File: config.mk
export PLATFORM = sky130hd
export DESIGN_NAME = hc_sr_echo_mc
export DESIGN_NICKNAME = d
export VERILOG_FILES = /design/src/rtl/hc_sr_pkg.sv /design/src/rtl/hc_sr_us_tick.sv /design/src/rtl/hc_sr_echo_mc.sv
export SDC_FILE = /design/constraint.sdc
export NUM_CORES = 1
export LEC_CHECK = 0
export BUFFER_PORTS_ARGS = -buffer_cell sky130_fd_sc_hd__buf_2
export CAP_MARGIN = 20
export CORE_MARGIN = 1.5
export CORE_UTILIZATION = 25
export DETAILED_ROUTE_END_ITERATION = 8
export PLACE_DENSITY = 0.38
export SYNTH_ARGS = -nofsm -noshare
export SYNTH_HDL_FRONTEND = slang
export SYNTH_SLANG_ARGS = --single-unit
export TNS_END_PERCENT = 100
File: constraint.sdc
create_clock -name Clk -period 2.5 [get_ports Clk]
set_input_delay 0.25 -clock Clk [delete_from_list [all_inputs] [get_ports Clk]]
set_output_delay 0.25 -clock Clk [all_outputs]
set_load 0.02 [all_outputs]
File: src/rtl/hc_sr_pkg.sv
`default_nettype none
// ============================================================================
// Module   : hc_sr_pkg
// Purpose  : Shared types and constants for the multi-channel ultrasonic
//            ranging controller (hc_sr_echo_mc and its sub-modules).
// Contents : state_t    - controller FSM states
//            DIST_MULT  - distance scale: 1 us of echo = 17 units of 10 um
//            US_PER_S   - microseconds per second, used for the prescaler
// Revision : 1.0 - initial release
// ============================================================================
package hc_sr_pkg;

  typedef enum logic [2:0] {
    IDLE      = 3'd0,
    TRIG      = 3'd1,
    WAIT_RISE = 3'd2,
    MEAS      = 3'd3,
    GAP       = 3'd4
  } state_t;

  // Speed of sound ~340 m/s, round trip: 170 m/s = 17 units of 10 um per us.
  localparam int DIST_MULT = 17;
  localparam int US_PER_S  = 1_000_000;

endpackage
`default_nettype wire

File: src/rtl/hc_sr_us_tick.sv
`default_nettype none
// ============================================================================
// Module   : hc_sr_us_tick
// Purpose  : Microsecond prescaler. Emits a one-cycle tick every
//            CLK_FREQ/US_PER_S clocks. A synchronous restart marks the first
//            cycle of a new interval, so the n-th tick after a restart lands
//            exactly n*DIV-1 cycles later and n ticks span n*DIV clocks.
// Ports    : Clk     - system clock
//            Rst     - asynchronous active-high reset
//            restart - high in the first cycle of a new interval
//            tick    - one-cycle microsecond strobe
// Revision : 1.0 - initial release
// ============================================================================
module hc_sr_us_tick
  import hc_sr_pkg::*;
#(
  parameter int CLK_FREQ = 50_000_000
) (
  input  logic Clk,
  input  logic Rst,
  input  logic restart,
  output logic tick
);

  localparam int DIV = CLK_FREQ / US_PER_S;
  localparam int PW  = (DIV > 1) ? $clog2(DIV) : 1;

  generate
    if (DIV <= 1) begin : g_div1
      // One tick per clock: every cycle, including the restart cycle, is a us.
      logic unused_inputs;
      assign unused_inputs = ^{Clk, Rst, restart};
      assign tick = 1'b1;
    end else begin : g_divn
      logic [PW-1:0] cnt;

      // The restart cycle is cycle 0 of the interval, so load 1 for the next.
      always_ff @(posedge Clk or posedge Rst) begin
        if (Rst) begin
          cnt <= '0;
        end else if (restart) begin
          cnt <= PW'(1);
        end else if (cnt == PW'(DIV - 1)) begin
          cnt <= '0;
        end else begin
          cnt <= cnt + PW'(1);
        end
      end

      assign tick = ~restart & (cnt == PW'(DIV - 1));
    end
  endgenerate

endmodule
`default_nettype wire

File: src/rtl/hc_sr_echo_mc.sv
`default_nettype none
// ============================================================================
// Module   : hc_sr_echo_mc
// Purpose  : Round-robin controller for CH_NUM HC-SR04-type sensors. Fires one
//            trigger at a time, times the echo in 1 us ticks, flags timeouts
//            and emits one tagged distance result per channel.
// Ports    : Clk, Rst  - clock, asynchronous active-high reset
//            en        - enables measurement scheduling
//            echo      - raw echo pins (asynchronous)
//            trig_o    - trigger pins, at most one high
//            dist_o    - distance in 10 um units (all ones on timeout)
//            ch_o      - channel of the current result
//            valid_o   - one-cycle result strobe
//            timeout_o - result carries no valid echo
//            busy_o    - FSM is not idle
// Config   : HC_SR_DEGLITCH_EN - when defined, each synced echo bit must hold
//            4 consecutive equal samples before its level changes (+3 clocks).
// Revision : 1.0 - initial release
// ============================================================================
module hc_sr_echo_mc
  import hc_sr_pkg::*;
#(
  parameter  int CH_NUM   = 4,
  parameter  int CLK_FREQ = 50_000_000,
  parameter  int TRIG_US  = 10,
  parameter  int T_MAX    = 60_000,
  parameter  int GAP_US   = 10_000,
  parameter  int CNT_W    = 16,
  parameter  int DIST_W   = CNT_W + 5,
  localparam int CH_W     = (CH_NUM > 1) ? $clog2(CH_NUM) : 1
) (
  input  logic              Clk,
  input  logic              Rst,
  input  logic              en,
  input  logic [CH_NUM-1:0] echo,
  output logic [CH_NUM-1:0] trig_o,
  output logic [DIST_W-1:0] dist_o,
  output logic [CH_W-1:0]   ch_o,
  output logic              valid_o,
  output logic              timeout_o,
  output logic              busy_o
);

  localparam logic [CH_NUM-1:0] ONE_HOT0 = CH_NUM'(1);

  logic [CH_NUM-1:0] rise, fall;

  // Per-channel conditioning: 2-FF synchronizer, optional deglitch, edges.
  generate
    for (genvar i = 0; i < CH_NUM; i++) begin : g_ch
      logic s1, s2, lvl, prev;

      always_ff @(posedge Clk or posedge Rst) begin
        if (Rst) begin
          s1 <= 1'b0;
          s2 <= 1'b0;
        end else begin
          s1 <= echo[i];
          s2 <= s1;
        end
      end

`ifdef HC_SR_DEGLITCH_EN
      // Level follows s2 only when s2 and its last three samples agree; the
      // combinational pass keeps the added latency at 3 clocks.
      logic [2:0] hist;
      logic       held;

      assign lvl = (s2 == hist[0] && hist[0] == hist[1] && hist[1] == hist[2])
                   ? s2 : held;

      always_ff @(posedge Clk or posedge Rst) begin
        if (Rst) begin
          hist <= '0;
          held <= 1'b0;
        end else begin
          hist <= {hist[1:0], s2};
          held <= lvl;
        end
      end
`else
      assign lvl = s2;
`endif

      always_ff @(posedge Clk or posedge Rst) begin
        if (Rst) prev <= 1'b0;
        else     prev <= lvl;
      end

      assign rise[i] = lvl & ~prev;
      assign fall[i] = ~lvl & prev;
    end
  endgenerate

  state_t           state;
  logic [CH_W-1:0]  ptr;
  logic [CNT_W-1:0] tcnt;   // ticks spent in TRIG / WAIT_RISE / GAP
  logic [CNT_W-1:0] cnt;    // echo-high time in us
  logic             entry;  // first cycle of a newly entered state
  logic             tick;
  logic [CH_W-1:0]  nxt;

  hc_sr_us_tick #(
    .CLK_FREQ (CLK_FREQ)
  ) u_tick (
    .Clk     (Clk),
    .Rst     (Rst),
    .restart (entry),
    .tick    (tick)
  );

  assign nxt = (ptr == CH_W'(CH_NUM - 1)) ? '0 : ptr + CH_W'(1);

  always_ff @(posedge Clk or posedge Rst) begin
    if (Rst) begin
      state     <= IDLE;
      ptr       <= '0;
      tcnt      <= '0;
      cnt       <= '0;
      entry     <= 1'b0;
      trig_o    <= '0;
      dist_o    <= '0;
      ch_o      <= '0;
      valid_o   <= 1'b0;
      timeout_o <= 1'b0;
      busy_o    <= 1'b0;
    end else begin
      valid_o <= 1'b0;
      entry   <= 1'b0;
      case (state)
        IDLE: begin
          if (en) begin
            state  <= TRIG;
            entry  <= 1'b1;
            tcnt   <= '0;
            trig_o <= ONE_HOT0 << ptr;
            busy_o <= 1'b1;
          end
        end
        TRIG: begin
          if (tick) begin
            if (tcnt == CNT_W'(TRIG_US - 1)) begin
              state  <= WAIT_RISE;
              entry  <= 1'b1;
              tcnt   <= '0;
              trig_o <= '0;
            end else begin
              tcnt <= tcnt + CNT_W'(1);
            end
          end
        end
        WAIT_RISE: begin
          if (rise[ptr]) begin
            state <= MEAS;
            entry <= 1'b1;
            cnt   <= '0;
          end else if (tick) begin
            if (tcnt == CNT_W'(T_MAX - 1)) begin
              dist_o    <= '1;
              timeout_o <= 1'b1;
              valid_o   <= 1'b1;
              ch_o      <= ptr;
              state     <= GAP;
              entry     <= 1'b1;
              tcnt      <= '0;
            end else begin
              tcnt <= tcnt + CNT_W'(1);
            end
          end
        end
        MEAS: begin
          if (fall[ptr]) begin
            // cnt * DIST_MULT as shift-and-add, full DIST_W width.
            dist_o    <= (DIST_W'(cnt) << 4) + DIST_W'(cnt);
            timeout_o <= 1'b0;
            valid_o   <= 1'b1;
            ch_o      <= ptr;
            state     <= GAP;
            entry     <= 1'b1;
            tcnt      <= '0;
          end else if (cnt == CNT_W'(T_MAX - 1)) begin
            dist_o    <= '1;
            timeout_o <= 1'b1;
            valid_o   <= 1'b1;
            ch_o      <= ptr;
            state     <= GAP;
            entry     <= 1'b1;
            tcnt      <= '0;
          end else if (tick) begin
            cnt <= cnt + CNT_W'(1);
          end
        end
        GAP: begin
          if (tick) begin
            if (tcnt == CNT_W'(GAP_US - 1)) begin
              ptr   <= nxt;
              tcnt  <= '0;
              entry <= 1'b1;
              if (en) begin
                state  <= TRIG;
                trig_o <= ONE_HOT0 << nxt;
              end else begin
                state  <= IDLE;
                busy_o <= 1'b0;
              end
            end else begin
              tcnt <= tcnt + CNT_W'(1);
            end
          end
        end
        default: begin
          state  <= IDLE;
          trig_o <= '0;
          busy_o <= 1'b0;
        end
      endcase
    end
  end

endmodule
`default_nettype wire
==> results.sh, run 1 <==
export IMPL_status="finished, violations left"
export IMPL_violations="hold timing"
export IMPL_synth_top_area_share=0.443
export IMPL_synth_area_leaders="dfrtp_1 44%, ha_1 4.6%, nor2_1 3.9%, a21oi_1 3.2%, nand2_1 3.1%"
export IMPL_grt_pass1_vias=4137
export IMPL_ir_worst_vdd_mv=0.441
export IMPL_internal_power_mw=3.63
export IMPL_die_area_um2=20300
export IMPL_area_growth_syn_to_layout_pct=30.0
export IMPL_synth_area_um2=4860
export IMPL_worstSkewPairLatency_ns=0.35
export IMPL_rsz0062_at_grt="true"
export IMPL_start_kind="flip-flop"
export IMPL_grt_max_degree=39
export IMPL_drt_wl_total_um=12900
export IMPL_clk_path_buf_depth=2
export IMPL_maxSlewHeadroom=0.538
export IMPL_io_pins=37
export IMPL_cts_htree_levels=3
export IMPL_io_buffers=36
export IMPL_total_power_mw=5.80
export IMPL_leakage_nw=2.81
export IMPL_drc=0
export IMPL_synth_edff_count=0
export IMPL_top_layer_used="met4"
export IMPL_numCtsBuffers=9
export IMPL_worstPathCellList="or4b_1 -> or4_4 -> a21oi_4 -> buf_12 -> nor3_2 -> buf_4 -> a31o_4 -> a21oi_2"
export IMPL_min_path_type="in -> async"
export IMPL_ys_warn_count=0
export IMPL_synthDistinctLibCells=70
export IMPL_end_kind="flip-flop"
export IMPL_yosys_cell_count_top_type="dfrtp_1"
export IMPL_fmax_mhz=403
export IMPL_cp_required_ns=2.79
export IMPL_critical_path_buf_inv_count=2
export IMPL_hold_viol=19
export IMPL_p_sw_frac=0.374
export IMPL_syn_inst=498
export IMPL_p_comb_frac=0.411
export IMPL_place_inst=838
export IMPL_finClkSkew_ns=0.0114
export IMPL_via_count=4157
export IMPL_synth_top_cells_by_count="86 x dfrtp_1, 51 x nor2_1, 40 x nand2_1, 31 x a21oi_1, 25 x nand3_1"
export IMPL_critPathTopFamily="simple AND/OR/NAND/NOR gates"
export IMPL_max_cap_violations=0
export IMPL_wl_met2_um=6110
export IMPL_gr_total_overflow=0
export IMPL_clk_pin_slew_ns=0.07
export IMPL_drv_slew=0
export IMPL_antenna_found_initial=0
export IMPL_final_core_util=0.335
export IMPL_synth_main_ff_cell="dfrtp_1"
export IMPL_clkPwrFrac=0.243
export IMPL_antenna_left=0
export IMPL_path_class="reg -> reg"
export IMPL_synth_seq_area_share=0.443
export IMPL_worst_path_max_fanout=5
export IMPL_numClockSinks=86
export IMPL_powerDensity_nw_per_um2=918
export IMPL_sequentialPowerShare=0.346
export IMPL_cts_tree="yes"
export IMPL_layout_nets=628
export IMPL_core_rowCount=50
export IMPL_drt_iter0_markers=196
export IMPL_syn_avg_cell_area_um2=9.76
export IMPL_synth_async_sr_flop_share=1.00
export IMPL_whs_ns=-0.0116
export IMPL_gp_congestion=0.806
export IMPL_fillers=1972
export IMPL_num_antenna_cells=0
export IMPL_die_h_um=142
export IMPL_crit_slowest_cell="or4_4"
export IMPL_coreArea_um2=18900
export IMPL_finalNonFillerCells=867
export IMPL_viasPerCell=4.79
export IMPL_power_switching_mw=2.17
export IMPL_finalSetupViolations=0
export IMPL_synthesis_nets=524
export IMPL_grt_use_total=0.133
export IMPL_wire_per_inst_um=14.9
export IMPL_drt_met1_wl_um=6310
export IMPL_dr_wl_met3_um=348
export IMPL_ys_seq_elements=86
export IMPL_drive_above_1_share=0.277
export IMPL_min_period_ns=2.48
export IMPL_max_stage_delay_ns=0.61
export IMPL_cp_arrival_ns=2.77
export IMPL_dp_hpwl_um=9440
export IMPL_fin_tns_setup_ns=0
export IMPL_fin_crit_sh=0.993
export IMPL_cts_root_buf="clkbuf_16"
export IMPL_grt_pass1_wl_um=21100
export IMPL_worst_slew_pin_slew_ns=0.693
export IMPL_first_pass_iters=4
export IMPL_die_w_um=142
export IMPL_synth_top_area_cell="dfrtp_1"
export IMPL_start_util=0.257
[cell usage in the layout, fill, tap and decap left out, types with 16 or more instances in the layout]
cell     Yosys  routed
dfrtp_1     86      86
ha_1        18      18
o21ai_0     17      17
buf_2        2      37
xnor2_1     16      16
buf_4        2      60
nor2_1      51      50
nand2_1     40      40
nand3_1     25      24
a21oi_1     31      29
[worst paths after layout]
check | from | end | slack [ns] | cells after the start
max | cnt[12]$_DFFE_PP0P_ | cnt[15]$_DFFE_PP0P_ | 0.02 | 8
min | Rst | dist_o[4]$_DFFE_PP0P_ | -0.01 | 2
max reg2reg | cnt[12]$_DFFE_PP0P_ | cnt[15]$_DFFE_PP0P_ | 0.02 | 8
min reg2reg | g_ch[1].s1$_DFF_PP0_ | g_ch[1].lvl$_DFF_PP0_ | 0.35 | 0
max in group asynchronous | Rst | trig_o[3]$_DFFE_PP0P_ | 1.76 | 3
min in group Clk | en | busy_o$_DFFE_PP0P_ | 0.28 | 3
[layout make-up]
cell class / instances / area, um^2 / share of cell area
flip-flops and latches: 86 / 2150 / 0.341
clock inverters: 6 / 70.1 / 0.0111
inverters: 12 / 46.3 / 0.00733
repair buffers: 109 / 787 / 0.125
well taps: 260 / 325 / 0.0515
clock buffers: 10 / 239 / 0.0378
multi-input cells: 384 / 2700 / 0.427
[power by group through the flow]
| stage | Combinational (mW) | Sequential, mW | Clock, mW |
|---|---|---|---|
| after CTS | 2.15 | 2.00 | 1.47 |
| after detailed placement | 2.12 | 2.03 | 0 |
| after global routing | 2.61 | 2.06 | 1.51 |
| final | 2.38 | 2.01 | 1.41 |
| after global placement | 2.10 | 2.03 | 0 |
| after floorplan | 1.15 | 2.22 | 0 |
[registers in the layout, summed over array words and instances (netlist names)]
name	count
ptr	2
tcnt	16
ch_o	2
timeout_o	1
g_ch.lvl	4
busy_o	1
valid_o	1
state	3
trig_o	4
u_tick.g_divn.cnt	6
g_ch.s1	4
cnt	16
entry	1
g_ch.prev	4
dist_o	21
[logic make-up (layout without fill, tap and decap cells)]
group,count (synthesis),after routing,share of synthesized area
DFF,86,86,0.443
AOI/OAI and AO/OA,120,120,0.176
xor gates and xnor gates,23,23,0.0415
muxes,15,15,0.0409
adders and majority gates,19,19,0.0505
buffers and inverters,28,137,0.0268
and+or+nand+nor,207,207,0.221
[routing by layer]
| metal | vias to the layer above | global-route usage |
|---|---|---|
| met5 | - | 0 |
| met4 | 0 | 0.0407 |
| met3 | 14 | 0.0262 |
| met2 | 62 | 0.224 |
| met1 | 2025 | 0.173 |
| li1 | 2056 | - |
[metrics by stage]
step	worst slack, ns	cell area, um^2
6_report	0.0175	6320
5_1_grt	-0.0598	6320
4_1_cts	-0.00150	6130
3_5_place_dp	-0.0704	5760
3_3_place_gp	-0.0658	5760
2_1_floorplan	0.00987	4860
[timing repair]
action | CTS | global route
buffers inserted | 2 | 6
gates cloned | 0 | 2
gates resized for setup | 2 | 30
pin swaps | 2 | 11
hold endpoints to repair | 4 | 0
hold buffers | 4 | 0
setup endpoints to repair | 26 | 17
[worst reg2reg max path, stage by stage, from the launching register on]
cell	delay [ns]
dfrtp_1	0.37
or4b_1	0.52
or4_4	0.61
a21oi_4	0.22
buf_12	0.14
nor3_2	0.04
buf_4	0.19
a31o_4	0.23
a21oi_2	0.10
(Power assumes the default switching activity.)
==> run 2, diff against run 1 <==
--- a/config.mk
+++ b/config.mk
@@ -5,12 +5,13 @@
 export SDC_FILE = /design/constraint.sdc
 export NUM_CORES = 1
 export LEC_CHECK = 0
-export BUFFER_PORTS_ARGS = -buffer_cell sky130_fd_sc_hd__buf_2
 export CAP_MARGIN = 20
+export CORE_ASPECT_RATIO = 1.75
 export CORE_MARGIN = 1.5
 export CORE_UTILIZATION = 25
 export DETAILED_ROUTE_END_ITERATION = 8
-export PLACE_DENSITY = 0.38
+export DONT_BUFFER_PORTS = 1
+export PLACE_DENSITY = 0.37
 export SYNTH_ARGS = -nofsm -noshare
 export SYNTH_HDL_FRONTEND = slang
 export SYNTH_SLANG_ARGS = --single-unit
==> run 2 against run 1 <==
The flow now finishes without violations. Sequential power up 13%. Via count decreased by 1.0%. Setup slack lost 0.015 ns. Non-clock buffer count fell by 25. Cell area rose by 0.91%. Clock skew shrank 0.0020 ns. Largest cell class unchanged. Highest routed layer unchanged.
==> results.sh, run 2 (synthesis results as in run 1) <==
export IMPL_status="complete, no violations"
export IMPL_met3_usage=0.0268
export IMPL_grt_use_total=0.143
export IMPL_clk_pin_slew_ns=0.06
export IMPL_die_w_um=108
export IMPL_cts_htree_levels=3
export IMPL_grt_use_met2=0.264
export IMPL_cts_tree="yes"
export IMPL_coreArea_um2=19100
export IMPL_die_h_um=187
export IMPL_antenna_left=0
export IMPL_worst_path_max_fanout=8
export IMPL_finalSetupViolations=0
export IMPL_top_regs="dist_o: 21 flops, cnt: 16 flops, tcnt: 16 flops"
export IMPL_worstSkewPairLatency_ns=0.35
export IMPL_largest_register_ffs=21
export IMPL_start_util=0.254
export IMPL_drive_above_1_share=0.265
export IMPL_gp_congestion=0.816
export IMPL_min_path_type="in -> reg"
export IMPL_antenna_found_initial=0
export IMPL_powerDensity_nw_per_um2=974
export IMPL_clk_path_buf_depth=2
export IMPL_drt_wl_total_um=14100
export IMPL_final_cell_mix="86 x dfrtp_1, 68 x buf_4, 49 x nor2_1"
export IMPL_finalInstanceArea_um2=6380
export IMPL_first_pass_iters=4
export IMPL_worst_slew_pin_slew_ns=0.624
export IMPL_end_kind="flip-flop"
export IMPL_whs_ns=0.133
export IMPL_drc=0
export IMPL_maxSlewHeadroom=0.583
export IMPL_numClockSinks=86
export IMPL_max_cap_violations=0
export IMPL_grt_util_met1=0.154
export IMPL_numCtsBuffers=9
export IMPL_grt_pass1_wl_um=22300
export IMPL_post_dp_cell_area_um2=5620
export IMPL_drv_slew=0
export IMPL_cp_required_ns=2.73
export IMPL_final_core_util=0.334
export IMPL_via_count=4115
export IMPL_grt_busiest_layer="met2"
export IMPL_finClkSkew_ns=0.00936
export IMPL_start_kind="flip-flop"
export IMPL_leakage_nw=2.77
export IMPL_grt_pass1_vias=4216
export IMPL_ir_worst_vdd_mv=0.517
export IMPL_hold_viol=0
export IMPL_worst_slack_ns=0.00246
export IMPL_min_period_ns=2.50
export IMPL_grt_max_degree=59
export IMPL_largest_register="dist_o"
export IMPL_die_area_um2=20300
export IMPL_fmax_mhz=400
export IMPL_fin_crit_sh=0.999
export IMPL_path_class="reg -> reg"
export IMPL_cp_arrival_ns=2.73
export IMPL_area_growth_syn_to_layout_pct=31.2
export IMPL_num_antenna_cells=0
export IMPL_layout_nets=603
export IMPL_viasPerCell=5.00
export IMPL_final_common_cell="dfrtp_1"
export IMPL_drt_iter0_markers=112
export IMPL_cts_root_buf="clkbuf_16"
export IMPL_rsz0062_at_grt="true"
export IMPL_core_rowCount=67
export IMPL_place_ws_ns=-0.0191
export IMPL_io_buffers=0
export IMPL_io_pins=37
export IMPL_gr_total_overflow=0
export IMPL_dp_hpwl_um=10300
export IMPL_wire_per_inst_um=17.2
## run 2: where the power goes
| part | internal (mW) | switching, mW | total, mW |
|---|---|---|---|
| clock | 1.08 | 0.591 | 1.67 |
| combinational | 1.13 | 1.12 | 2.26 |
| sequential | 1.73 | 0.551 | 2.28 |
| total | 3.95 | 2.26 | 6.21 |
## run 2: path summary, 6_finish.rpt
kind	slack (ns)	to	from	cells past startpoint
worst max-delay path	0.002	ch_o[0]$_DFFE_PP0P_	cnt[7]$_DFFE_PP0P_	6
worst min-delay path	0.13	busy_o$_DFFE_PP0P_	en	2
worst max register to register	0.002	ch_o[0]$_DFFE_PP0P_	cnt[7]$_DFFE_PP0P_	6
worst min register to register	0.35	g_ch[0].lvl$_DFF_PP0_	g_ch[0].s1$_DFF_PP0_	0
max in group asynchronous	1.37	ptr[0]$_DFFE_PP0P_	Rst	3
min in group asynchronous	0.41	u_tick.g_divn.cnt[1]$_DFF_PP0_	Rst	2
## run 2: metrics by stage
step / setup TNS, ns / cells / power [mW]
after floorplan: 0 / 498 / 3.38
after global placement: -0.303 / 790 / 4.07
after detailed placement: -0.0774 / 790 / 4.09
after CTS: 0 / 811 / 5.82
after global routing: -0.923 / 823 / 6.60
final: 0 / 823 / 6.21
## run 2: cell type report
type,instances,area (um^2)
Tap cell,241,302
Timing Repair Buffer,84,747
Inverter,12,46.3
Sequential cell,86,2150
Clock inverter,7,145
Clock buffer,9,225
Fill cell,1984,12700
Multi-Input combinational cell,384,2760
## run 2: what timing repair did
item                                   in CTS  in global routing
gates resized for setup                     2                 45
setup endpoints to repair                   6                 23
endpoints found under the hold margin      32                  0
pin swaps                                   1                 21
buffers inserted                            0                 10
cloned                                      0                  3
hold buffers                                5                  0
## run 2: critical path, stage by stage, from the launching register on
cell,delay (ns)
dfrtp_1,0.37
or4b_1,0.51
or4_4,0.59
a21oi_4,0.22
a2bb2oi_4,0.23
buf_12,0.15
mux2_2,0.32
## run 2: metal layers
| metal | routed length [um] | share of wire | vias up |
|---|---|---|---|
| li1 | - | - | 1990 |
| met1 | 5420 | 0.38 | 2030 |
| met2 | 7890 | 0.56 | 70 |
| met3 | 397 | 0.028 | 25 |
| met4 | 415 | 0.029 | 0 |
| met5 | 0 | 0 | - |
==> run 3, diff against run 2 <==
--- a/config.mk
+++ b/config.mk
@@ -11,7 +11,7 @@
 export CORE_UTILIZATION = 25
 export DETAILED_ROUTE_END_ITERATION = 8
 export DONT_BUFFER_PORTS = 1
-export PLACE_DENSITY = 0.37
+export PLACE_DENSITY = 0.35
 export SYNTH_ARGS = -nofsm -noshare
 export SYNTH_HDL_FRONTEND = slang
 export SYNTH_SLANG_ARGS = --single-unit
==> constraint.sdc (replaced) <==
create_clock -name Clk -period 3.17 [get_ports Clk]
set_input_delay 0.317 -clock Clk [delete_from_list [all_inputs] [get_ports Clk]]
set_output_delay 0.317 -clock Clk [all_outputs]
set_load 0.02 [all_outputs]
==> run 3 against run 2 <==
Die area is the same. Clock power shrank 30%. First-iteration DRC count grew 67%. Critical path type unchanged. Sequential power shrank 19%. Sequential share of layout area grew 4.5 points.
==> results.sh, run 3 (synthesis results as in run 1) <==
export IMPL_maxSlewHeadroom=0.531
export IMPL_io_pins=37
export IMPL_die_w_um=108
export IMPL_worst_slack_ns=0.407
export IMPL_cp_required_ns=3.37
export IMPL_drive_above_1_share=0.130
export IMPL_finClkSkew_ns=0.00715
export IMPL_antenna_left=0
export IMPL_final_core_util=0.295
export IMPL_hold_start="en"
export IMPL_first_pass_iters=4
export IMPL_timing_rr_start="tcnt[1]$_DFFE_PP0P_"
export IMPL_leakage_nw=2.39
export IMPL_final_common_cell="dfrtp_1"
export IMPL_grt_max_degree=50
export IMPL_die_area_um2=20300
export IMPL_antenna_found_initial=0
export IMPL_cts_tree="yes"
export IMPL_p_sw_frac=0.379
export IMPL_numCtsBuffers=9
export IMPL_via_count=3870
export IMPL_start_kind="flip-flop"
export IMPL_finalNonFillerCells=766
export IMPL_total_power_mw=4.22
export IMPL_postCtsSetupBuffers=0
export IMPL_ir_worst_vdd_mv=0.284
export IMPL_numClockSinks=86
export IMPL_coreArea_um2=19100
export IMPL_post_dp_cell_area_um2=5260
export IMPL_fin_crit_sh=0.872
export IMPL_viasPerCell=5.05
export IMPL_layout_nets=546
export IMPL_worst_slew_pin_slew_ns=0.703
export IMPL_io_buffers=0
export IMPL_rsz0062_at_grt="false"
export IMPL_reg2reg_slack_ns=0.41
export IMPL_clkPwrFrac=0.278
export IMPL_final_cell_mix="86 x dfrtp_1, 51 x nor2_1, 40 x nand2_1"
export IMPL_drt_wl_total_um=13300
export IMPL_place_inst=745
export IMPL_whs_ns=0.184
export IMPL_fin_tns_setup_ns=0
export IMPL_area_growth_syn_to_layout_pct=15.8
export IMPL_start_util=0.254
export IMPL_p_comb_frac=0.282
export IMPL_clk_pin_slew_ns=0.07
export IMPL_crit_start="tcnt[1]$_DFFE_PP0P_"
export IMPL_finalSetupViolations=0
export IMPL_cts_htree_levels=3
export IMPL_end_kind="flip-flop"
export IMPL_drt_iter0_markers=187
export IMPL_hold_viol=0
export IMPL_min_period_ns=2.76
export IMPL_clk_path_buf_depth=2
export IMPL_wire_per_inst_um=17.4
export IMPL_cts_root_buf="clkbuf_16"
export IMPL_cp_arrival_ns=2.96
export IMPL_num_antenna_cells=0
export IMPL_grt_use_total=0.143
export IMPL_finalInstanceArea_um2=5630
export IMPL_drc=0
export IMPL_sequentialPowerShare=0.439
export IMPL_fmax_mhz=362
export IMPL_largest_register="dist_o"
export IMPL_die_h_um=187
export IMPL_dp_hpwl_um=10000
export IMPL_grt_pass1_wl_um=22200
export IMPL_gr_total_overflow=0
export IMPL_worst_path_max_fanout=11
export IMPL_core_rowCount=67
export IMPL_largest_register_ffs=21
export IMPL_grt_pass1_vias=4128
export IMPL_internal_power_mw=2.62
export IMPL_status="complete, no violations"
export IMPL_powerDensity_nw_per_um2=750
export IMPL_drv_slew=0
export IMPL_post_cts_resized=0
export IMPL_max_cap_violations=0
export IMPL_top_regs="dist_o: 21 flops, cnt: 16 flops, tcnt: 16 flops"
export IMPL_power_switching_mw=1.60
export IMPL_place_ws_ns=0.409
export IMPL_worstSkewPairLatency_ns=0.35
export IMPL_path_class="reg -> reg"
export IMPL_min_path_type="in -> reg"
export IMPL_gp_congestion=0.792
run 3: cell count changes in the layout (fill, tap and decap cells not counted), moves of 4 or more:
cell / before / now
mux2_4: 4 / 0
buf_6: 5 / 0
a2bb2oi_2: 4 / 0
mux2_2: 5 / 9
buf_4: 68 / 21
a2bb2oi_1: 2 / 6
run 3: layout make-up:
type	instances	area [um^2]
clock buffer	11	243
clock inverter	5	81.3
sequential	86	2150
inverter	12	46.3
tap	241	302
fill	2049	13500
multi-input combinational	384	2580
timing repair buffer	27	228
run 3: layer usage:
layer,part of all wire,track usage
met5,0,0
met1,0.39,0.152
met3,0.029,0.0286
met2,0.56,0.265
met4,0.027,0.0612
run 3: final timing paths:
kind	to	cells past startpoint
worst max-delay path	tcnt[14]$_DFFE_PP0P_	9
worst min-delay path	busy_o$_DFFE_PP0P_	2
worst max register to register	tcnt[14]$_DFFE_PP0P_	9
worst min register to register	g_ch[0].lvl$_DFF_PP0_	0
max in group asynchronous	g_ch[2].prev$_DFF_PP0_	3
min in group asynchronous	dist_o[1]$_DFFE_PP0P_	2
run 3: worst max-delay path, stage by stage, from the launching register on:
cell	delay, ns
dfrtp_1	0.41
inv_1	0.06
ha_1	0.19
or4bb_1	0.50
nor4_1	0.29
buf_4	0.20
a211oi_1	0.10
nor3_2	0.26
or2_1	0.44
o221ai_1	0.17
run 3: power groups by stage:
stage / Combinational [mW] / Sequential [mW] / Clock (mW)
6_report: 1.19 / 1.85 / 1.17
5_1_grt: 1.36 / 1.91 / 1.26
4_1_cts: 1.22 / 1.87 / 1.21
3_5_place_dp: 1.21 / 1.89 / 0
3_3_place_gp: 1.19 / 1.88 / 0
2_1_floorplan: 0.910 / 1.75 / 0
run 3: timing repair:
item,in CTS,in global routing
hold buffers,5,0
setup endpoints to repair,0,0
hold endpoints to repair,41,0
